## src/rtl/pc_unit_if.sv

```systemverilog
// Fetch-side bus of the program-counter unit: redirect controls in,
// fetch address, redirect flag and return-stack status out.
interface pc_unit_if #(
  parameter int ADDR_W = 32
);
  logic              stall;
  logic              branch_taken;
  logic [15:0]       branch_off;
  logic              jump;
  logic [25:0]       jump_idx;
  logic              jr;
  logic [ADDR_W-1:0] jr_target;
  logic              call;
  logic              ret;
  logic              exc;
  logic [ADDR_W-1:0] pc_out;
  logic [ADDR_W-1:0] pc_plus4;
  logic              redirect;
  logic              ras_empty;
  logic              ras_full;

  modport master (
    output stall, branch_taken, branch_off,
    output jump, jump_idx, jr, jr_target,
    output call, ret, exc,
    input  pc_out, pc_plus4, redirect,
    input  ras_empty, ras_full
  );

  modport slave (
    input  stall, branch_taken, branch_off,
    input  jump, jump_idx, jr, jr_target,
    input  call, ret, exc,
    output pc_out, pc_plus4, redirect,
    output ras_empty, ras_full
  );
endinterface

```

## src/rtl/pc_unit.sv

```systemverilog
// Mini-MIPS fetch program counter with prioritised next-PC selection
// and a circular return-address stack for call/return prediction.
module pc_unit #(
  parameter int ADDR_W = 32,
  parameter logic [ADDR_W-1:0] RESET_VECTOR = '0,
  parameter logic [ADDR_W-1:0] EXC_VECTOR = ADDR_W'(32'h8000_0180),
  parameter int RAS_DEPTH = 4
) (
  input logic       clk,
  input logic       rst,
  pc_unit_if.slave  bus
);

  localparam int PW = (RAS_DEPTH > 1) ? $clog2(RAS_DEPTH) : 1;
  localparam int CW = PW + 1;

  typedef enum logic [2:0] {
    S_SEQ, S_EXC, S_HOLD, S_JR, S_RAS, S_JMP, S_BR
  } src_e;

  logic [ADDR_W-1:0] pc;
  logic [ADDR_W-1:0] pc_p4;
  logic [ADDR_W-1:0] pc_nxt;
  logic [ADDR_W-1:0] br_tgt;
  logic [ADDR_W-1:0] jmp_tgt;
  logic [ADDR_W-1:0] ras_mem [RAS_DEPTH];
  logic [ADDR_W-1:0] ras_top;
  logic [PW-1:0]     top;
  logic [PW-1:0]     top_m1;
  logic [CW-1:0]     cnt;
  logic              empty;
  logic              full;
  logic              advance;
  logic              push;
  logic              pop;
  logic              redirect;
  src_e              src;

  assign pc_p4   = pc + ADDR_W'(4);
  assign br_tgt  = pc_p4 + {{(ADDR_W-18){bus.branch_off[15]}},
                            bus.branch_off, 2'b00};
  assign top_m1  = top - PW'(1);
  assign ras_top = ras_mem[top_m1];
  assign empty   = (cnt == '0);
  assign full    = (cnt == CW'(RAS_DEPTH));

  // Keep the upper region bits of pc+4; low 28 bits come from the index.
  always_comb begin
    jmp_tgt       = pc_p4;
    jmp_tgt[27:0] = {bus.jump_idx, 2'b00};
  end

  always_comb begin
    src = S_SEQ;
    if (bus.exc)               src = S_EXC;
    else if (bus.stall)        src = S_HOLD;
    else if (bus.jr)           src = (bus.ret && !empty) ? S_RAS : S_JR;
    else if (bus.jump)         src = S_JMP;
    else if (bus.branch_taken) src = S_BR;
  end

  always_comb begin
    unique case (src)
      S_EXC:   pc_nxt = EXC_VECTOR;
      S_HOLD:  pc_nxt = pc;
      S_RAS:   pc_nxt = ras_top;
      S_JR:    pc_nxt = bus.jr_target;
      S_JMP:   pc_nxt = jmp_tgt;
      S_BR:    pc_nxt = br_tgt;
      default: pc_nxt = pc_p4;
    endcase
  end

  assign advance = !bus.exc && !bus.stall;
  assign push    = advance && bus.call;
  assign pop     = advance && (src == S_RAS);

  always_ff @(posedge clk or posedge rst) begin
    if (rst) begin
      pc       <= RESET_VECTOR;
      redirect <= 1'b0;
      top      <= '0;
      cnt      <= '0;
    end else begin
      pc       <= pc_nxt;
      redirect <= (src != S_SEQ) && (src != S_HOLD);
      if (push && !pop) begin
        top <= top + PW'(1);
        if (!full) cnt <= cnt + CW'(1);
      end else if (pop && !push) begin
        top <= top_m1;
        cnt <= cnt - CW'(1);
      end
    end
  end

  // Combined call+return rewrites the current top in place.
  always_ff @(posedge clk) begin
    if (push) ras_mem[pop ? top_m1 : top] <= pc_p4;
  end

  assign bus.pc_out    = pc;
  assign bus.pc_plus4  = pc_p4;
  assign bus.redirect  = redirect;
  assign bus.ras_empty = empty;
  assign bus.ras_full  = full;

endmodule

```

## src/flat_wrapper.sv

```systemverilog
// flat-port wrapper written by rule: the top's interface ports become plain ports
module pc_unit_flat 
#(
  parameter int ADDR_W = 32,
  parameter logic [ADDR_W-1:0] RESET_VECTOR = '0,
  parameter logic [ADDR_W-1:0] EXC_VECTOR = ADDR_W'(32'h8000_0180),
  parameter int RAS_DEPTH = 4
)
  (clk, rst, bus_stall, bus_branch_taken, bus_branch_off, bus_jump, bus_jump_idx, bus_jr, bus_jr_target, bus_call, bus_ret, bus_exc, bus_pc_out, bus_pc_plus4, bus_redirect, bus_ras_empty, bus_ras_full);
  pc_unit_if #(.ADDR_W(ADDR_W)) bus_i ();
  input logic clk;
  input logic rst;
  input wire logic [$bits(bus_i.stall)-1:0] bus_stall;
  input wire logic [$bits(bus_i.branch_taken)-1:0] bus_branch_taken;
  input wire logic [$bits(bus_i.branch_off)-1:0] bus_branch_off;
  input wire logic [$bits(bus_i.jump)-1:0] bus_jump;
  input wire logic [$bits(bus_i.jump_idx)-1:0] bus_jump_idx;
  input wire logic [$bits(bus_i.jr)-1:0] bus_jr;
  input wire logic [$bits(bus_i.jr_target)-1:0] bus_jr_target;
  input wire logic [$bits(bus_i.call)-1:0] bus_call;
  input wire logic [$bits(bus_i.ret)-1:0] bus_ret;
  input wire logic [$bits(bus_i.exc)-1:0] bus_exc;
  output wire logic [$bits(bus_i.pc_out)-1:0] bus_pc_out;
  output wire logic [$bits(bus_i.pc_plus4)-1:0] bus_pc_plus4;
  output wire logic [$bits(bus_i.redirect)-1:0] bus_redirect;
  output wire logic [$bits(bus_i.ras_empty)-1:0] bus_ras_empty;
  output wire logic [$bits(bus_i.ras_full)-1:0] bus_ras_full;
  assign bus_i.stall = bus_stall;
  assign bus_i.branch_taken = bus_branch_taken;
  assign bus_i.branch_off = bus_branch_off;
  assign bus_i.jump = bus_jump;
  assign bus_i.jump_idx = bus_jump_idx;
  assign bus_i.jr = bus_jr;
  assign bus_i.jr_target = bus_jr_target;
  assign bus_i.call = bus_call;
  assign bus_i.ret = bus_ret;
  assign bus_i.exc = bus_exc;
  assign bus_pc_out = bus_i.pc_out;
  assign bus_pc_plus4 = bus_i.pc_plus4;
  assign bus_redirect = bus_i.redirect;
  assign bus_ras_empty = bus_i.ras_empty;
  assign bus_ras_full = bus_i.ras_full;
  pc_unit #(.ADDR_W(ADDR_W), .RESET_VECTOR(RESET_VECTOR), .EXC_VECTOR(EXC_VECTOR), .RAS_DEPTH(RAS_DEPTH)) u_core (.clk(clk), .rst(rst), .bus(bus_i));
endmodule
```

## config.mk

```make
export PLATFORM = sky130hd
export DESIGN_NAME = pc_unit_flat
export DESIGN_NICKNAME = d
export VERILOG_FILES = /design/src/rtl/pc_unit_if.sv /design/src/rtl/pc_unit.sv /design/src/flat_wrapper.sv
export SDC_FILE = /design/constraint.sdc
export NUM_CORES = 1
export LEC_CHECK = 0
export CAP_MARGIN = 10
export CORE_AREA = 3 3 136 138
export DETAILED_ROUTE_END_ITERATION = 16
export DIE_AREA = 0 0 139 141
export GPL_TIMING_DRIVEN = 1
export PLACE_DENSITY_LB_ADDON = 0.25
export SLEW_MARGIN = 30
export SYNTH_ARGS = -nofsm -noshare
export SYNTH_HDL_FRONTEND = slang
export SYNTH_SLANG_ARGS = --single-unit
```

## constraint.sdc

```tcl
create_clock -name clk -period 5.45 [get_ports clk]
set_input_delay 1.3625 -clock clk [delete_from_list [all_inputs] [get_ports clk]]
set_output_delay 1.3625 -clock clk [all_outputs]
set_load 0.03 [all_outputs]
```

# Word level (Yosys, flattened, before mapping)
# Memory sizes are Yosys's and may differ from the RTL's.
# Index checks and enable logic that the tools add are counted.
[word_totals]
register_bits = 38
ramBits = 128
input_bits = 83
output_inout_bits = 67
word_cells = 51
mem_count = 1
[memory_table]
columns = ["name", "depth", "width", "read_ports", "rd_ports_with_merged_regs", "wr", "line_no", "rtl"]
rows = [
  ["u_core.ras_mem", 4, 32, 1, 0, 1, "pc_unit.sv:26", "logic [ADDR_W-1:0] ras_mem [RAS_DEPTH];"],
]
[classes]
n_addsub = 6
n_eq_ne = 9
mux = 15
reduce_logical = 16
[op_table]
columns = ["cell", "n"]
rows = [
  ["$pmux 32 s6", 1],
  ["$add 32x3->32 const B", 1],
  ["$add 32x32->32", 1],
  ["$mux 3", 9],
  ["$eq 3x3->1 const B", 4],
  ["$logic_and 1x1->1", 7],
  ["$eq 3x2->1 const B", 2],
  ["$mux 2", 3],
  ["$logic_not 1->1", 5],
  ["$add 3x1->3 const B", 1],
  ["$eq 3x1->1 const B", 1],
  ["$logic_not 3->1", 1],
  ["$ne 3x2->1 const B", 1],
  ["$reduce_bool 3->1", 1],
  ["$sub 3x1->3 const B", 1],
  ["$add 2x1->2 const B", 1],
  ["$mux 1", 2],
  ["$ne 2x2->1 const B", 1],
  ["$reduce_and 2->1", 1],
  ["$reduce_bool 2->1", 1],
  ["$sub 2x1->2 const B", 1],
]

# Depth between registers and ports, before layout
# Gate-level depths: netlist of the first run.
[logic_depth]
ltp_word = 13
ltp_mapped = 17
mapped_depth_nobuf = 15

# Least setup slack after synthesis of the first run
# Ideal clock, no wire load.
[synth_timing]
kind = "input -> register"
startpoint = "input port bus_stall"
endpoint = "memory u_core.ras_mem[0][0] (enable)"
arrival_ns = 5.519
t_required_ns = 4.949
path_slack_ns = -0.571
path_stages = 6
n_path_buf = 1
cell_sequence = "nand2b_1 -> or2_2 -> clkbuf_1 -> or2_2 -> and2_1 -> nor4_1"
[synth_via]
elab_chain_len = 5
elab_cells_between_ends = 10
classes_between = "eq/ne (1); mux (5); reduce/logical (4)"
[synth_rtl]
columns = ["element", "line_no", "rtl"]
rows = [
  ["start: declaration", "flat_wrapper.sv:13", "input wire logic [$bits(bus_i.stall)-1:0] bus_stall;"],
  ["$mux 3 / $logic_not 1->1 (equally long branches)", "pc_unit.sv:56, pc_unit.sv:74", ""],
  ["$mux 3 / $logic_and 1x1->1 (equally long branches)", "pc_unit.sv:55, pc_unit.sv:74", ""],
  ["$eq 3x3->1 / $logic_and 1x1->1 (equally long branches)", "pc_unit.sv:76, pc_unit.sv:75", ""],
  ["$logic_and 1x1->1 / $mux 1 (equally long branches)", "pc_unit.sv:76, pc_unit.sv:99", ""],
  ["$mux 2 / $mux 1 (equally long branches)", "pc_unit.sv:99", "if (push) ras_mem[pop ? top_m1 : top] <= pc_p4;"],
  ["end: declaration", "pc_unit.sv:26", ""],
]
# Several ways; a longest one is shown, not always the timed one.

# Final worst setup path of the first run
[layout_timing]
startpoint = "register u_core.pc[2], in the netlist u_core.bus.pc_out[2]"
endpoint = "output port bus_pc_plus4[28]"
[layout_via]
elab_chain_len = 1
[layout_rtl]
columns = ["element", "line_no", "rtl"]
rows = [
  ["start: declaration", "pc_unit.sv:21", "logic [ADDR_W-1:0] pc;"],
  ["start signal: assignment", "pc_unit.sv:85", "pc <= pc_nxt;"],
  ["$add 32x3->32", "pc_unit.sv:39", "assign pc_p4 = pc + ADDR_W'(4);"],
  ["end: declaration", "flat_wrapper.sv:24", "output wire logic [$bits(bus_i.pc_plus4)-1:0] bus_pc_plus4;"],
]
# Every way passes these cells.

==> metrics.log, run 1 <==
INFO  metric post-route-period-util = 91.37%
INFO  metric critical-path-max-stage-delay = 0.79 ns
INFO  metric cts_post_setup_buffers_inserted = 0
INFO  metric data_required_time_of_the_worst_path = 4.09 ns
INFO  metric regToRegStartpoint = u_core.bus.pc_out[2]
INFO  metric switching_power = between 1500 and 2000 uW
INFO  metric area.growth.synth_to_final = 26.19%
INFO  metric power_dens_cells = 396.5 nW/um^2
INFO  metric placed_inst_area = approximately 11000 um^2
INFO  metric yosys_reg_bits = 166
INFO  metric max-vdd-ir-drop = 0.0002659 V
INFO  metric cp_cell_sequence = ha_1, nand4_1, nor2_1, nand3_1, nor2_1, nand3_1, xnor2_1, clkdlybuf4s50_1
INFO  metric clock_tree.htree_level_count = 4
INFO  metric critical_path_peak_fanout = 6
INFO  metric ffs_w_async_s_r_synth = 22.89%
INFO  metric startpoint_type = flop
INFO  metric hold_path.startpoint = u_core.cnt[2]
INFO  metric coreArea = 17300 um^2
INFO  metric clock_tree.buffer_depth = 2
INFO  metric rsz0062_at_grt = false
INFO  metric grt_pass1_wl = 42480 um
INFO  metric synth_top_flop_cell = edfxtp_1
INFO  metric synthMuxAreaShare = approximately 9.8%
INFO  metric synth_top_family_by_area = compound AO/OA/AOI/OAI gates
INFO  metric worst_hold_margin = 0.5082 ns
INFO  metric port_buffers = 149
INFO  metric syn_area_per_cell = ~12 um^2
INFO  metric post_route_cells_drive_above_1_share = between 10% and 20%
INFO  metric postCtsHoldBufs = 0
INFO  metric tritoncts_num_sinks = 166
INFO  metric yosys.area_share.adder = under 10%
INFO  metric grt.total_usage = between 20% and 30%
INFO  metric gp_congestion = 0.9875
INFO  metric clk_transition_reported_paths = 0.07 ns
INFO  metric top_level_ports = 150
INFO  metric seq_power_share = 36.4%
INFO  metric internal_power = 3046 uW
INFO  metric filler_cell_count = 1305
INFO  metric worst_path_max_delay_cell = clkdlybuf4s50_1
INFO  metric timing.final.max_slew_violations = 0
INFO  metric row_count = 48
INFO  metric yosys_warnings = 0
INFO  metric synth.yosys.seq_area_share = 51.49%
INFO  metric worst_setup_path_startpoint = u_core.bus.pc_out[2]
INFO  metric tightestPinTransition = 0.9034 ns
INFO  metric timing.critical_path.arrival = 3.62 ns
INFO  metric synthSimpleGateAreaFrac = 11.10%
INFO  metric route.antenna.remaining_nets = 0
INFO  metric cts_tree = done
INFO  metric hold_viol_final = 0
INFO  metric run_status = completed
INFO  metric cp_top_family = simple AND/OR/NAND/NOR gates
INFO  metric cts-root-buf = clkbuf_16
INFO  metric grt_max_degree = 39
INFO  metric comb_power_share = 35.9%
INFO  metric worst-setup-path-type = flop to primary output
INFO  metric stdcell_area = 11750 um^2
INFO  metric timing.max_slew.rel_slack = 39.78%
INFO  metric drt_drc_violations_left = 0
INFO  metric fin_skew = approximately 0.011 ns
INFO  metric synth.cell_area = a little over 9000 um^2
INFO  metric initial_utilization = a little over half
INFO  metric timing.reg2reg.setup_slack = 1.12 ns
INFO  metric cts_made_buffers = 17
INFO  metric antenna_found_initial = 0
INFO  metric post-route-min-period = around 5 ns
INFO  metric p_leak = 0.004370 uW
INFO  metric hp-class = flop to flop
INFO  metric share_of_the_synthesized_area_in_compound_gates_ao_oa_aoi_oai = about 14%
INFO  metric post_cts_resized = 0
INFO  metric floorplan.die.height = 141 um
INFO  metric firstDrtPassIters = 7
INFO  metric route.detailed.wl_per_inst = around 23 um
INFO  metric count_of_mapped_cells_out_of_synthesis = 779
INFO  metric die-width = about 140 um
INFO  metric ratio_of_routed_vias_to_standard_cells = approximately 6.3
INFO  metric antenna_cells_inserted = 0
INFO  metric first_iter_violations = 798
INFO  metric synth_cell_type_count = 70
INFO  metric critical_path_buf_inv_count = 1
INFO  metric postSynthNetCount = 899
INFO  metric drt_wl_total = 27410 um
INFO  metric post_synth_xor_area_fraction = 5.267%
INFO  metric finalSetupViolations = 0
INFO  metric die_area = 19600 um^2
INFO  metric synth-edff-count = 128
INFO  metric dpl.hpwl = 19670 um
INFO  metric finish.net_count = around 1000
INFO  metric switching_share = ~35%
INFO  metric detailroute.via_count = 7387
INFO  metric grt_pass1_vias = 7302
INFO  metric fmax = 200.8 MHz
INFO  metric maxCapViolCount = 0
INFO  metric overflow = 0
INFO  metric power.clock.fraction = 27.7%
INFO  metric clkLatencyLatePin = ~0.43 ns
INFO  metric setup.worst_path.end_class = primary output
cell usage in the layout, fill, tap and decap left out, types with 7 or more instances in the layout:
master,netlist,final
xnor2_1,29,29
xor2_1,27,27
a31oi_1,7,7
buf_4,4,20
mux4_2,32,32
edfxtp_1,128,128
nor2_1,66,63
mux2i_1,17,17
ha_1,35,35
clkbuf_16,0,17
nor3_1,12,12
a21o_1,12,12
dfrtp_1,38,37
a221oi_1,9,9
nand3_1,21,21
a211oi_1,7,7
nand2_1,55,55
a22oi_1,14,14
o21a_1,7,7
o21ai_0,39,39
inv_1,20,19
a21oi_1,60,60
nand4_1,9,9
and3_1,8,8
clkdlybuf4s50_1,0,149
registers in the layout, indices dropped and copies added (netlist names):
signal and cells:
u_core.cnt 3, u_core.bus.pc_out 32, u_core.top 2, u_core.bus.redirect 1, u_core.ras_mem 128
cell families after synthesis:
logic type	count (synthesis)
AND/OR/NAND/NOR	207
AO/OA/AOI/OAI	201
flip-flops	166
buffers and inverters	61
XOR/XNOR	56
multiplexers	51
adder cells (fa/ha/maj)	37
cells in the mapped netlist, drive strengths merged (3+ instances only):
library cell	instances	area (um^2)
edfxtp	128	3844
nor2	67	254.0
a21oi	60	300.3
nand2	55	206.5
o21ai	41	209.0
dfrtp	38	950.9
ha	35	437.9
mux4	32	720.7
xnor2	29	254.0
clkbuf	28	125.1
xor2	27	236.5
nand3	22	122.6
inv	20	75.07
mux2i	17	170.2
a22oi	14	105.1
nor3	13	70.07
a21o	12	90.09
buf	12	76.32
and3	10	68.82
a221oi	9	78.83
nand4	9	56.30
a211oi	7	52.55
a31oi	7	43.79
o21a	7	52.55
or3	6	42.54
a41oi	5	43.79
o211ai	5	37.54
o221ai	5	43.79
o22a	5	43.79
a221o	4	40.04
nand2b	4	25.02
nor2b	4	25.02
o21bai	4	30.03
and4	3	27.53
nor4	3	33.78
o22ai	3	18.77
o31a	3	26.28
or2	3	18.77
power by group through the flow:
| stage | Sequential [uW] | Clock [uW] | Combinational, uW |
|---|---|---|---|
| floorplan | 1700 | 0 | 1090 |
| global placement | 1710 | 0 | 1630 |
| detailed placement | 1720 | 0 | 1650 |
| CTS | 1690 | 1310 | 1660 |
| global route | 1710 | 1360 | 1790 |
| finish | 1690 | 1290 | 1670 |
per-layer routing:
layer,share of wire (%),GRT usage [%],up-vias
met5,0,0,-
met1,41,40.07,3574
met4,2.8,8.702,0
met2,45,43.19,471
li1,-,-,3283
met3,11,8.243,59
final timing paths:
check | to | cells after the start
min | u_core.cnt[2] | 1
min reg2reg | u_core.cnt[2] | 1
min in group asynchronous | u_core.bus.pc_out[25] | 3
max | bus_pc_plus4[28] | 8
max reg2reg | u_core.bus.pc_out[25] | 14
max in group asynchronous | u_core.top[0] | 3
final cells by class:
cell class                      instances  area (um^2)  share of cell area (%)
Inverter                               21        78.83                  0.6709
Multi-Input combinational cell        552         4283                   36.45
Clock buffer                           19        432.9                   3.684
Clock inverter                         13        196.4                   1.672
Sequential cell                       166         4796                   40.82
Timing Repair Buffer                  171         1682                   14.31
Tap cell                              225        281.5                   2.396
through the flow:
step	util (%)	cells	setup TNS [ns]	setup slack [ns]	power, uW
2_1_floorplan	-	779	-36.54	-0.5709	2790
3_3_place_gp	64.27	1135	0	1.138	3342
3_5_place_dp	64.27	1135	0	0.9755	3367
4_1_cts	67.90	1167	0	0.4743	4660
5_1_grt	67.93	1167	0	0.2380	4866
6_report	67.93	1167	0	0.4702	4659
(Power assumes the default switching activity.)
==> run 2, diff against run 1 <==
- CTS_CLUSTER_DIAMETER: default -> 60
==> results of run 2 <==
Final layout, timing and power as in run 1 (identical DEF).
